## src/rtl/mem_ctrl_stage_if.sv

```systemverilog
// Data-memory bus between the MEM pipeline stage (master) and the memory (slave).
// Ports: daddr/dreq/dwrite/dsize/wdata driven by the stage; dready_n/dbusy/rdata
//        returned by the memory (dready_n low = read data valid / write acknowledged).
interface mem_ctrl_stage_if #(
  parameter int XLEN = 32
);
  logic [XLEN-1:0] daddr;
  logic            dreq;
  logic            dwrite;
  logic [1:0]      dsize;
  logic [XLEN-1:0] wdata;
  logic            dready_n;
  logic            dbusy;
  logic [XLEN-1:0] rdata;

  modport master (
    output daddr, dreq, dwrite, dsize, wdata,
    input  dready_n, dbusy, rdata
  );

  modport slave (
    input  daddr, dreq, dwrite, dsize, wdata,
    output dready_n, dbusy, rdata
  );
endinterface

```

## src/rtl/mem_ctrl_stage.sv

```systemverilog
// MEM pipeline stage: issues loads/stores on the data bus, formats load data,
// resolves branches combinationally and registers the writeback bundle.
// Ports: clk/rst (async active-low); pipeline inputs *_in, keep/nop controls;
//        dbus (mem_ctrl_stage_if.master); WB bundle *_out; branch_PC/branch_taken;
//        mem_stall to hold upstream; bus_err/misalign one-cycle pulses.
// Latency: non-access ops 1 cycle; accesses 1 cycle IDLE + >=1 cycle WAIT.
// Optional feature: define MEM_MISALIGN_TRAP_EN to trap misaligned H/W accesses
// instead of issuing them aligned down.
module mem_ctrl_stage #(
  parameter int XLEN   = 32,
  parameter int TO_CYC = 15
) (
  input  logic            clk,
  input  logic            rst,
  input  logic            keep,
  input  logic            nop,
  input  logic            in_valid,
  input  logic            RegWrite_in,
  input  logic [1:0]      MemtoReg_in,
  input  logic [1:0]      MemRW_in,
  input  logic [2:0]      funct3_in,
  input  logic [2:0]      MemBranch_in,
  input  logic [XLEN-1:0] PCBranch_in,
  input  logic [XLEN-1:0] PCp4_in,
  input  logic [XLEN-1:0] alu_in,
  input  logic [XLEN-1:0] store_data_in,
  input  logic [4:0]      WReg_in,
  mem_ctrl_stage_if.master dbus,
  output logic            RegWrite_out,
  output logic [1:0]      MemtoReg_out,
  output logic [4:0]      WReg_out,
  output logic [XLEN-1:0] alu_out,
  output logic [XLEN-1:0] PCp4_out,
  output logic [XLEN-1:0] mem_data_out,
  output logic [XLEN-1:0] branch_PC,
  output logic            branch_taken,
  output logic            mem_stall,
  output logic            bus_err,
  output logic            misalign
);

  localparam logic [0:0] IDLE = 1'b0;
  localparam logic [0:0] WAIT = 1'b1;

  // Timeout fires in the TO_CYC-th WAIT cycle without a response.
  localparam logic [7:0] TO_LAST = 8'(TO_CYC - 1);

  typedef struct packed {
    logic            regwrite;
    logic [1:0]      memtoreg;
    logic [4:0]      wreg;
    logic [XLEN-1:0] alu;
    logic [XLEN-1:0] pcp4;
    logic [XLEN-1:0] mem_data;
  } wb_t;

  logic [0:0] state_q, state_d;
  logic [7:0] cnt_q, cnt_d;
  wb_t        wb_q, wb_d;
  logic       bus_err_q, bus_err_d;
  logic       misalign_q, misalign_d;

  logic            access;
  logic            mis;
  logic            issue;
  logic            resp;
  logic [1:0]      size;
  logic [7:0]      ld_byte;
  logic [15:0]     ld_half;
  logic [XLEN-1:0] ld_data;
  logic            br_cond;

  assign access = in_valid & ~nop & (MemRW_in != 2'b00);

  // funct3[1:0]: 00 byte, 01 half, 1x word.
  assign size = (funct3_in[1:0] == 2'b00) ? 2'd0 :
                (funct3_in[1:0] == 2'b01) ? 2'd1 : 2'd2;

`ifdef MEM_MISALIGN_TRAP_EN
  assign mis = access & (((size == 2'd1) & alu_in[0]) |
                         ((size == 2'd2) & (alu_in[1:0] != 2'b00)));
  assign dbus.daddr = alu_in;
`else
  assign mis = 1'b0;
  always_comb begin
    dbus.daddr = alu_in;
    if (size == 2'd1) dbus.daddr[0] = 1'b0;
    else if (size == 2'd2) dbus.daddr[1:0] = 2'b00;
  end
`endif

  assign issue = access & ~mis;
  assign resp  = (state_q == WAIT) & ~dbus.dready_n;

  // dreq is gated by rst so an in-flight request drops as soon as reset asserts.
  assign dbus.dreq   = rst & (((state_q == IDLE) & issue) | (state_q == WAIT));
  assign dbus.dwrite = MemRW_in[0];
  assign dbus.dsize  = size;

  always_comb begin
    case (size)
      2'd0:    dbus.wdata = {(XLEN/8){store_data_in[7:0]}};
      2'd1:    dbus.wdata = {(XLEN/16){store_data_in[15:0]}};
      default: dbus.wdata = store_data_in;
    endcase
  end

  assign mem_stall = ((state_q == IDLE) & issue) | ((state_q == WAIT) & dbus.dready_n);

  // Load formatting: lane picked by the low address bits.
  assign ld_byte = dbus.rdata[{alu_in[1:0], 3'b000} +: 8];
  assign ld_half = alu_in[1] ? dbus.rdata[31:16] : dbus.rdata[15:0];

  always_comb begin
    case (funct3_in)
      3'b000:  ld_data = {{(XLEN-8){ld_byte[7]}}, ld_byte};
      3'b001:  ld_data = {{(XLEN-16){ld_half[15]}}, ld_half};
      3'b100:  ld_data = {{(XLEN-8){1'b0}}, ld_byte};
      3'b101:  ld_data = {{(XLEN-16){1'b0}}, ld_half};
      default: ld_data = dbus.rdata;
    endcase
  end

  // Branch resolution uses the ALU result as the comparison outcome.
  always_comb begin
    case (MemBranch_in)
      3'b001:  br_cond = (alu_in == '0);
      3'b010:  br_cond = (alu_in != '0);
      3'b011:  br_cond = (alu_in == '0);
      3'b100:  br_cond = (alu_in == XLEN'(1));
      3'b101:  br_cond = 1'b1;
      3'b110:  br_cond = 1'b1;
      default: br_cond = 1'b0;
    endcase
  end

  assign branch_taken = in_valid & ~nop & br_cond;
  assign branch_PC    = (MemBranch_in == 3'b110) ? {alu_in[XLEN-1:1], 1'b0} : PCBranch_in;

  // Bus FSM. keep freezes WAIT so the outstanding access is neither re-issued nor timed out.
  always_comb begin
    state_d   = state_q;
    cnt_d     = cnt_q;
    bus_err_d = 1'b0;
    case (state_q)
      IDLE: begin
        if (issue && !dbus.dbusy) begin
          state_d = WAIT;
          cnt_d   = 8'd0;
        end
      end
      default: begin
        if (!keep) begin
          if (!dbus.dready_n) begin
            state_d = IDLE;
          end else if (cnt_q == TO_LAST) begin
            state_d   = IDLE;
            bus_err_d = 1'b1;
          end else begin
            cnt_d = cnt_q + 8'd1;
          end
        end
      end
    endcase
  end

  // WB bundle: keep > nop > stall bubble > normal load (misaligned trap also bubbles).
  always_comb begin
    wb_d       = wb_q;
    misalign_d = mis & ~keep;
    if (keep) begin
      wb_d = wb_q;
    end else if (nop || mem_stall || !in_valid || mis) begin
      wb_d = '0;
    end else begin
      wb_d.regwrite = RegWrite_in;
      wb_d.memtoreg = MemtoReg_in;
      wb_d.wreg     = WReg_in;
      wb_d.alu      = alu_in;
      wb_d.pcp4     = PCp4_in;
      wb_d.mem_data = (resp && MemRW_in[1]) ? ld_data : '0;
    end
  end

  always_ff @(posedge clk or negedge rst) begin
    if (!rst) begin
      state_q    <= IDLE;
      cnt_q      <= 8'd0;
      wb_q       <= '0;
      bus_err_q  <= 1'b0;
      misalign_q <= 1'b0;
    end else begin
      state_q    <= state_d;
      cnt_q      <= cnt_d;
      wb_q       <= wb_d;
      bus_err_q  <= bus_err_d;
      misalign_q <= misalign_d;
    end
  end

  assign RegWrite_out = wb_q.regwrite;
  assign MemtoReg_out = wb_q.memtoreg;
  assign WReg_out     = wb_q.wreg;
  assign alu_out      = wb_q.alu;
  assign PCp4_out     = wb_q.pcp4;
  assign mem_data_out = wb_q.mem_data;
  assign bus_err      = bus_err_q;
  assign misalign     = misalign_q;

endmodule
```

## src/flat_wrapper.sv

```systemverilog
// flat-port wrapper written by rule: the top's interface ports become plain ports
module mem_ctrl_stage_flat 
#(
  parameter int XLEN   = 32,
  parameter int TO_CYC = 15
)
  (clk, rst, keep, nop, in_valid, RegWrite_in, MemtoReg_in, MemRW_in, funct3_in, MemBranch_in, PCBranch_in, PCp4_in, alu_in, store_data_in, WReg_in, RegWrite_out, MemtoReg_out, WReg_out, alu_out, PCp4_out, mem_data_out, branch_PC, branch_taken, mem_stall, bus_err, misalign, dbus_daddr, dbus_dreq, dbus_dwrite, dbus_dsize, dbus_wdata, dbus_dready_n, dbus_dbusy, dbus_rdata);
  mem_ctrl_stage_if #(.XLEN(XLEN)) dbus_i ();
  input  logic clk;
  input  logic rst;
  input  logic keep;
  input  logic nop;
  input  logic in_valid;
  input  logic RegWrite_in;
  input  logic [1:0] MemtoReg_in;
  input  logic [1:0] MemRW_in;
  input  logic [2:0] funct3_in;
  input  logic [2:0] MemBranch_in;
  input  logic [XLEN-1:0] PCBranch_in;
  input  logic [XLEN-1:0] PCp4_in;
  input  logic [XLEN-1:0] alu_in;
  input  logic [XLEN-1:0] store_data_in;
  input  logic [4:0] WReg_in;
  output logic RegWrite_out;
  output logic [1:0] MemtoReg_out;
  output logic [4:0] WReg_out;
  output logic [XLEN-1:0] alu_out;
  output logic [XLEN-1:0] PCp4_out;
  output logic [XLEN-1:0] mem_data_out;
  output logic [XLEN-1:0] branch_PC;
  output logic branch_taken;
  output logic mem_stall;
  output logic bus_err;
  output logic misalign;
  output wire logic [$bits(dbus_i.daddr)-1:0] dbus_daddr;
  output wire logic [$bits(dbus_i.dreq)-1:0] dbus_dreq;
  output wire logic [$bits(dbus_i.dwrite)-1:0] dbus_dwrite;
  output wire logic [$bits(dbus_i.dsize)-1:0] dbus_dsize;
  output wire logic [$bits(dbus_i.wdata)-1:0] dbus_wdata;
  input wire logic [$bits(dbus_i.dready_n)-1:0] dbus_dready_n;
  input wire logic [$bits(dbus_i.dbusy)-1:0] dbus_dbusy;
  input wire logic [$bits(dbus_i.rdata)-1:0] dbus_rdata;
  assign dbus_daddr = dbus_i.daddr;
  assign dbus_dreq = dbus_i.dreq;
  assign dbus_dwrite = dbus_i.dwrite;
  assign dbus_dsize = dbus_i.dsize;
  assign dbus_wdata = dbus_i.wdata;
  assign dbus_i.dready_n = dbus_dready_n;
  assign dbus_i.dbusy = dbus_dbusy;
  assign dbus_i.rdata = dbus_rdata;
  mem_ctrl_stage #(.XLEN(XLEN), .TO_CYC(TO_CYC)) u_core (.clk(clk), .rst(rst), .keep(keep), .nop(nop), .in_valid(in_valid), .RegWrite_in(RegWrite_in), .MemtoReg_in(MemtoReg_in), .MemRW_in(MemRW_in), .funct3_in(funct3_in), .MemBranch_in(MemBranch_in), .PCBranch_in(PCBranch_in), .PCp4_in(PCp4_in), .alu_in(alu_in), .store_data_in(store_data_in), .WReg_in(WReg_in), .dbus(dbus_i), .RegWrite_out(RegWrite_out), .MemtoReg_out(MemtoReg_out), .WReg_out(WReg_out), .alu_out(alu_out), .PCp4_out(PCp4_out), .mem_data_out(mem_data_out), .branch_PC(branch_PC), .branch_taken(branch_taken), .mem_stall(mem_stall), .bus_err(bus_err), .misalign(misalign));
endmodule
```

## config.mk

```make
export PLATFORM = sky130hd
export DESIGN_NAME = mem_ctrl_stage_flat
export DESIGN_NICKNAME = d
export VERILOG_FILES = /design/src/rtl/mem_ctrl_stage_if.sv /design/src/rtl/mem_ctrl_stage.sv /design/src/flat_wrapper.sv
export SDC_FILE = /design/constraint.sdc
export NUM_CORES = 1
export LEC_CHECK = 0
export ABC_AREA = 1
export BUFFER_PORTS_ARGS = -buffer_cell sky130_fd_sc_hd__buf_4
export CORE_AREA = 5 5 147 149
export CTS_BUF_LIST = sky130_fd_sc_hd__clkbuf_4
export CTS_CLUSTER_SIZE = 12
export DETAILED_ROUTE_END_ITERATION = 7
export DIE_AREA = 0 0 152 154
export MAX_ROUTING_LAYER = met4
export PLACE_DENSITY = 0.68
export SETUP_SLACK_MARGIN = 0.3
export SLEW_MARGIN = 20
export SYNTH_ARGS = -nofsm -noshare
export SYNTH_HDL_FRONTEND = slang
export SYNTH_SLANG_ARGS = --single-unit
```

## constraint.sdc

```tcl
create_clock -name clk -period 2 [get_ports clk]
set_input_delay 0.1 -clock clk [delete_from_list [all_inputs] [get_ports clk]]
set_output_delay 0.1 -clock clk [all_outputs]
set_load 0.05 [all_outputs]
```

Yosys cells after proc, flatten, opt, wreduce, memory -nomap -nowiden
Cells that the tools add are included.

Add/subtract/negate cells: 1. Equality and inequality tests: 17. Shift-type cells: 1. Muxes and demuxes: 26. Bitwise gates (word level): 12. Reductions and logical operators: 16.

Operators with widths (number): $pmux W32 S4 (1); $mux W104 (1); $mux W32 (2); $pmux W32 S2 (1); $mux W8 (5); $eq A32 B1 Y1 const B (1); $logic_not A32 Y1 (1); $reduce_bool A32 Y1 (1); $shiftx A32 B6 Y8 (1); $mux W16 (1); $eq A3 B3 Y1 const B (5); $mux W1 (11); $add A8 B1 Y8 const B (1); $eq A8 B4 Y1 const B (1); $and A1 B1 Y1 (7); $eq A3 B1 Y1 const B (2); $eq A3 B2 Y1 const B (2); $mux W2 (3); $ne A2 B2 Y1 const B (3); $eq A2 B1 Y1 const B (2); $logic_not A2 Y1 (2); $pmux W1 S4 (1); $reduce_and A4 Y1 (1); $reduce_bool A2 Y1 (2); other kinds (8) (15).

Register bits after elaboration: 114. Input bits: 183. Output and inout port bits: 208. Logic and storage cells: 82.

Logic depth before layout (Yosys ltp)
Gate-level depths: netlist (run 1).

Depth in word-level cells: 8. Mapped depth: 10. Depth with buffers taken out: 10.

Worst setup path before layout (run 1)
Ideal clock, no wire load.

Path kind: input -> output. From: input MemBranch_in[1]. To: output branch_PC[31]. Arrival time: 1769 ps. Data required time: 1900 ps. Slack: 131 ps. Stages on the path: 5. Path buffers: 1. Cell sequence: nand2_1 -> nor2_1 -> clkinv_1 -> clkbuf_1 -> o21ai_0.

Word-level cells in the longest chain between the ends: 2.

RTL lines: from (decl) (RTL line flat_wrapper.sv:18) `input logic [2:0] MemBranch_in;`; $eq A3 B3 Y1 (RTL line mem_ctrl_stage.sv:138) `assign branch_PC = (MemBranch_in == 3'b110) ? {alu_in[XLEN-1:1], 1'b0} : PCBranch_in;`; $mux W32 (RTL line mem_ctrl_stage.sv:138); to (decl) (RTL line flat_wrapper.sv:30) `output logic [XLEN-1:0] branch_PC;`.

No other way between the ends.

Worst setup path in the final report (run 1)
From: register u_core.state_q. To: register u_core.wb_q, in the netlist u_core.mem_data_out[14].

Word-level cells in the longest chain between the ends: 6. Elaborated cells between the ends (all ways): 10. Those cells by class: mux: 2; bitwise: 5; reduce/logical: 3.

RTL lines: from (decl) (RTL line mem_ctrl_stage.sv:57) `logic [0:0] state_q, state_d;`; from (signal assigned) (RTL line mem_ctrl_stage.sv:193) `state_q <= state_d;`; $not A1 Y1 (RTL line mem_ctrl_stage.sv:108) `assign mem_stall = ((state_q == IDLE) & issue) | ((state_q == WAIT) & dbus.dready_n);`; $and A1 B1 Y1 (RTL line mem_ctrl_stage.sv:108); $or A1 B1 Y1 (RTL line mem_ctrl_stage.sv:108); $logic_or A1 B1 Y1 (2 in a row) (RTL line mem_ctrl_stage.sv:173) `end else if (nop || mem_stall || !in_valid || mis) begin`; $mux W104 (*) (RTL line mem_ctrl_stage.sv:173); to (signal assigned) (RTL line mem_ctrl_stage.sv:195) `wb_q <= wb_d;`; to (decl) (RTL line mem_ctrl_stage.sv:59) `wb_t wb_q, wb_d;`.

Mark *: on every way between the ends. The rest lies on a longest branch, timed or not. A chain may end at the register's enable or synchronous reset.

==> results by group, run 1 <==
Layout
  • Commonest non-fill, non-tap cell in the layout: buf_4
  • Area grow syn2layout: 65.62%
  • Final #Nets: 1574
  • Fin cells: 1673
  • Fraction of layout cells with a size suffix above 1: 33.38%
  • Most frequent cells in the layout: buf_4, nand2_1, o21ai_0, dlygate4sd3_1, dfrtp_1

STA
  • Final Max Slew Viols: 0
  • Fmax: 613.4 MHz
  • Setup total negative slack: 0 ns
  • Period minus WS final: 1.630 ns
  • Fin crit share: 81.51%
  • Endpoints failing setup: 0
  • Max-Slew Margin vs Limit: 43.04%
  • Final hold vios: 0
  • Clock skew: 0.01234 ns
  • Worst-margin pin slew: 0.8515 ns
  • RSZ-0062 raised after global routing: yes
  • Final setup margin: 0.3699 ns

Flow run
  • Maxcap violations: 0

Pwr
  • Power Total: 6724 µW
  • Worst vdd ir: 0.0003028 V
  • Pwr Density: 612.9 mW/mm²
  • Leak Pwr: 0.005884 µW

Floorplanning
  • Die area: 0.02341 mm²
  • FP Rows: 52
  • I/O Pins: 391
  • Die X: 152 µm
  • Placeable Area: 0.02004 mm²
  • Starting Density: 33.05%
  • Die extent in y: 154 µm

Setup path
  • Required time worst endpoint: 2.48 ns
  • Setup crit start: u_core.state_q
  • Cell mode on critical path: nand4_1
  • Worst Setup Start Kind: register
  • Critical path's slowest cell: dlygate4sd3_1
  • Worst R2R Start: u_core.state_q
  • Arr. time, crit path: 2.11 ns
  • Max incr delay on CP: 0.58 ns
  • WS Path Type: reg -> reg
  • Critical-path cell list: buf_4 > nand4_1 > inv_1 > nand4_1 > dlygate4sd3_1 > nand2_1
  • Crit-path max FO: 6
  • Worst Setup End Kind: register

Place
  • Post-DP HPWL: 21350 µm
  • Dpl ws: 0.3484 ns
  • Cell count after placement: 1525
  • Final GP Congestion: 0.9698
  • PortBufs: 389

Clock network
  • Clock latency on the worst-skew pair: 0.54 ns
  • Worst-path clk slew: 0.12 ns
  • CTS tree: built
  • Clock Path Buffers: 2
  • Clock sinks: 114
  • CTS Buf Count: 17
  • Root Driver: clkbuf_4
  • CTS H-tree lvls: 4

Yosys
  • Post-synth cell types: 32
  • Yosys synthesis warning count: 0
  • Synth top area cells: dfrtp_1, nand2_1, o21ai_0
  • Yosys top cell by area: dfrtp_1
  • Register bit total from synthesis: 114
  • Syn_nets: 1124
  • Synth Area per Inst: 7.054 µm²
  • Cells after Synth: 939
  • Post-Syn Area: 0.006624 mm²
  • Seq/Total Area, Yosys: 43.07%
  • Area share of the largest cell type after synthesis: 43.07%

Route
  • Detailed-route wire length: 28910 µm
  • Residual DRC count: 0
  • Via count: 7954
  • Post-DRT Antenna Nets: 0
  • DR vias/cell: 4.754
  • Drt wl/cell: 17.28 µm
  • DRT Pass-1 Iters: 4
  • Initial drt markers: 405

Min path
  • Worst hold path startpoint: dbus_rdata[17]
  • Worst Hold Class: in -> reg

Outcome
  • Status: completed

Global routing
  • Vias in the first global route: 8075
  • First-pass GRT wire length: 44550 µm
  • Residual overflow from global routing: 0
  • Largest net degree at the start of global routing: 68
  • Initial antenna violation count: 1
  • Total global routing track utilization: 24.69%
## state kept, by name (all words and copies together) (netlist names), 2 cells and up
register	cells
u_core.PCp4_out	32
u_core.alu_out	32
u_core.mem_data_out	32
u_core.cnt_q	8
u_core.WReg_out	5
u_core.MemtoReg_out	2
## area by class of cell
class / instances / area (µm²)
clock buffer: 17 / 127.6
antenna: 1 / 2.502
timing repair buffer: 522 / 4243
sequential: 114 / 2854
inverter: 64 / 244.0
fill: 1866 / 9069
tap: 270 / 337.8
clock inverter: 15 / 133.9
multi-input combinational: 670 / 3028
## synthesized netlist by cell type (all sizes together)
cell / n
nand3: 38
nand3b: 1
o21ai: 154
a22o: 1
o221ai: 1
nor4: 1
dfrtp: 114
a21oi: 9
nor2: 67
ha: 2
xor2: 5
conb: 1
buf: 52
or2: 4
a21o: 1
o21a: 11
nand2: 361
clkbuf: 39
o211ai: 7
o21bai: 1
nand4: 4
clkinv: 1
inv: 63
o31ai: 1
## report_power, final
group          internal (µW)  switching [µW]
registers               2430            85.5
logic                    903            1660
clock network            623            1020
## cells by family after synthesis
group	Yosys count	synth area share [%]
compound gates	186	15.13
xor+xnor	5	0.6611
fa+ha+maj	2	0.3777
buf+inv	155	11.37
flops	114	43.07
other cells	1	0.05661
simple gates	476	29.34
## final timing paths
check / to / slack [ns] / depth (start not counted)
setup reg to reg: u_core.mem_data_out[14] / 0.37 / 6
max in group asynchronous: u_core.mem_data_out[2] / 0.66 / 3
hold reg to reg: u_core.alu_out[1] / 0.49 / 2
hold / removal: u_core.mem_data_out[17] / 0.06 / 5
min in group asynchronous: u_core.mem_data_out[10] / 0.12 / 3
setup / recovery: u_core.mem_data_out[14] / 0.37 / 6
## routing by layer
metal	share of wire, %	GRT usage, %
met4	4.0	10.57
met2	49	40.88
met1	40	28.93
met3	6.6	5.705
met5	0	-
## worst max-delay path: cells and delay by family, from the launching register on
family	cells	cell delay (ns)
buffers and inverters	3	0.82
DFF	1	0.43
and+or+nand+nor	3	0.34
## through the flow
stage / cell area, µm² / hold WS, ns / util [%]
global route: 10970 / 0.02453 / 54.75
detailed placement: 9542 / 0.01108 / 47.61
CTS: 10950 / 0.01595 / 54.65
finish: 10970 / 0.06357 / 54.75
floorplan: 6624 / -0.1956 / -
global placement: 9542 / 0.005140 / 47.61
## timing repair
action                                 4_1_cts  5_1_grt
setup endpoints to repair                    1       11
buffers inserted                             2        0
gates resized for setup                      1        7
hold buffers                               113        0
endpoints found under the hold margin      219        0
Power figures use the tool's default switching activity.
==> run 2: changes to the inputs <==
==> constraint.sdc (replaced) <==
create_clock -name clk -period 1.69 [get_ports clk]
set_input_delay 0.0845 -clock clk [delete_from_list [all_inputs] [get_ports clk]]
set_output_delay 0.0845 -clock clk [all_outputs]
set_load 0.05 [all_outputs]
==> results by group, run 2 (synthesis gave the netlist of run 1 again) <==
Clock network
  • Clock latency on the worst-skew pair: 0.54 ns (about the same)
  • CTS tree: built
  • CTS Buf Count: 17 (unchanged)
  • Clock Path Buffers: 2 (unchanged)
  • CTS H-tree lvls: 4 (unchanged)
  • Root Driver: clkbuf_4
  • Clock sinks: 114 (unchanged)
  • Worst-path clk slew: 0.12 ns (about the same)

Place
  • Cell count after placement: 1528 (+0.20%)
  • PortBufs: 389 (unchanged)
  • Post-DP HPWL: 19680 µm (-7.8%)
  • Dpl ws: 0.1293 ns (-0.2191 ns)
  • Final GP Congestion: 0.9176 (-5.4%)

STA
  • Period minus WS final: 1.443 ns
  • Endpoints failing setup: 0 (unchanged)
  • Final hold vios: 0 (unchanged)
  • Worst-margin pin slew: 0.6384 ns (-0.2131 ns)
  • RSZ-0062 raised after global routing: yes
  • Fin crit share: 85.40%
  • Fmax: 692.9 MHz
  • Clock skew: 0.01436 ns (+0.002021 ns)
  • Final setup margin: 0.2468 ns (-0.1231 ns)
  • Max-Slew Margin vs Limit: 57.44% (+14 points)
  • Final Max Slew Viols: 0 (unchanged)

Floorplanning
  • Starting Density: 33.05% (unchanged)
  • Die area: 0.02341 mm² (unchanged)
  • Placeable Area: 0.02004 mm² (unchanged)
  • I/O Pins: 391 (unchanged)
  • FP Rows: 52 (unchanged)
  • Die extent in y: 154 µm (unchanged)
  • Die X: 152 µm (unchanged)

Min path
  • Worst Hold Class: in -> reg
  • Min-Delay Endpoint: u_core.alu_out[0]
  • Hold Path Stages: 4 (-1)
  • Worst hold path startpoint: alu_in[0]

Setup path
  • Crit-path max FO: 5 (-1)
  • Required time worst endpoint: 1.61 ns (-0.87 ns)
  • Arr. time, crit path: 1.36 ns (-0.75 ns)
  • R2R setup slack: 0.25 ns (-0.12 ns)
  • Critical path's slowest cell: dfrtp_2
  • Cell family with most CP delay: flip-flops
  • RR Endpoint: u_core.mem_data_out[0]
  • Worst Setup Start Kind: register
  • Worst Setup End Kind: output port
  • Max incr delay on CP: 0.48 ns (-0.10 ns)
  • Worst R2R Start: u_core.state_q
  • Crit. path cell count: 2 (-4)
  • Bufs and invs on worst path: 1 (-2)
  • Critical-path cell list: o21a_1 > buf_6
  • Reg2reg path depth: 7 (+1)
  • WS Path Type: reg -> out

Layout
  • Area grow syn2layout: 71.78%
  • Most frequent cells in the layout: buf_4, nand2_1, dlygate4sd3_1, o21ai_0, dfrtp_1
  • Final core utilization: 56.78% (+2.0 points)
  • Fillers: 1839 (-1.4%)
  • Commonest non-fill, non-tap cell in the layout: buf_4
  • Final #Nets: 1596 (+1.4%)
  • Fin cells: 1695 (+1.3%)
  • Fraction of layout cells with a size suffix above 1: 37.15% (+3.8 points)

Route
  • Post-DRT Antenna Nets: 0 (unchanged)
  • DR vias/cell: 4.727 (-0.58%)
  • Detailed-route wire length: 27700 µm (-4.2%)
  • Residual DRC count: 0 (unchanged)
  • DRT Pass-1 Iters: 5 (+1)
  • Via count: 8012 (+0.73%)
  • Drt wl/cell: 16.34 µm (-5.4%)
  • Initial drt markers: 459 (+13%)

Pwr
  • Leak Pwr: 0.006047 µW (+2.8%)
  • Worst vdd ir: 0.0004408 V (+46%)
  • Pwr Density: 723.6 mW/mm² (+18%)

Global routing
  • First-pass GRT wire length: 42990 µm (-3.5%)
  • Total global routing track utilization: 23.25% (-1.4 points)
  • Initial antenna violation count: 1 (unchanged)
  • Vias in the first global route: 7784 (-3.6%)
  • Largest net degree at the start of global routing: 90 (+32%)
  • Residual overflow from global routing: 0 (unchanged)

Outcome
  • Status: completed

Flow run
  • Maxcap violations: 0 (unchanged)
## run 2: cell count changes in the layout (fill, tap and decap cells not counted), moves of 3 or more
| cell | delta |
|---|---|
| dlygate4sd3_1 | +3 |
| nand2_2 | +3 |
| inv_1 | -3 |
| o21ai_1 | +4 |
| buf_4 | +9 |
| nand2_1 | -4 |
| o21ai_0 | -35 |
| o21ai_2 | +31 |
| buf_6 | +5 |
## run 2: routing by layer
| metal | wire, µm | part of all wire [%] | track usage (%) |
|---|---|---|---|
| met2 | 13880 | 50 | 38.78 |
| met1 | 11360 | 41 | 28.29 |
| met3 | 1886 | 6.8 | 5.368 |
| met4 | 575 | 2.1 | 6.807 |
| met5 | 0 | 0 | - |
## run 2: power by group
part | leakage (µW) | internal, µW | total, µW | switching, µW
logic | 0.00434 | 1170 | 3170 | 2000
registers | 0.00156 | 2870 | 2970 | 101
clock network | 0.000146 | 887 | 2090 | 1200
total | 0.00605 | 4930 | 8230 | 3300
## run 2: through the flow
| step | instance area (µm²) | TNS, ns | hold slack (ns) | power (µW) |
|---|---|---|---|---|
| final | 11380 | 0 | 0.05962 | 8234 |
| after global routing | 11380 | 0 | 0.006415 | 8669 |
| after CTS | 11260 | 0 | 0.002482 | 8248 |
| after detailed placement | 9693 | 0 | 0.1763 | 5828 |
| after global placement | 9693 | 0 | 0.1718 | 5813 |
| after floorplan | 6740 | -0.1790 | -0.2111 | 4755 |
## run 2: worst max-delay path by stage
| stage | startpoint | to | slack [ns] |
|---|---|---|---|
| finish | u_core.state_q | dbus_dreq | 0.25 |
| global route | u_core.state_q | mem_stall | 0.13 |
| global placement | u_core.cnt_q[0] | u_core.cnt_q[0] | 0.15 |
| floorplan | funct3_in[0] | dbus_wdata[10] | -0.06 |
| detailed placement | u_core.cnt_q[0] | u_core.cnt_q[0] | 0.13 |
| CTS | u_core.state_q | mem_stall | 0.18 |
## run 2: cell type report
class / count / area [µm²] / area share, %
repair buffers: 543 / 4467 / 39.26
multi-input cells: 670 / 3171 / 27.86
flip-flops and latches: 114 / 2854 / 25.08
well taps: 270 / 337.8 / 2.969
inverters: 64 / 254.0 / 2.232
clock inverters: 15 / 157.7 / 1.386
clock buffers: 17 / 127.6 / 1.122
repair inverters: 1 / 7.507 / 0.06598
diodes: 1 / 2.502 / 0.02199
## run 2: tightest hold or removal path: stages
cell and delay, ns:
buf_6 0.13, clkinvlp_4 0.11, buf_4 0.15, o21ai_0 0.08
## run 2: timing repair
action / CTS / global route
buffers inserted: 7 / 10
endpoints found under the setup margin: 117 / 88
pin swaps: 2 / 4
endpoints found under the hold margin: 219 / 0
hold buffers: 116 / 0
gates cloned: 0 / 1
gates resized for setup: 19 / 19
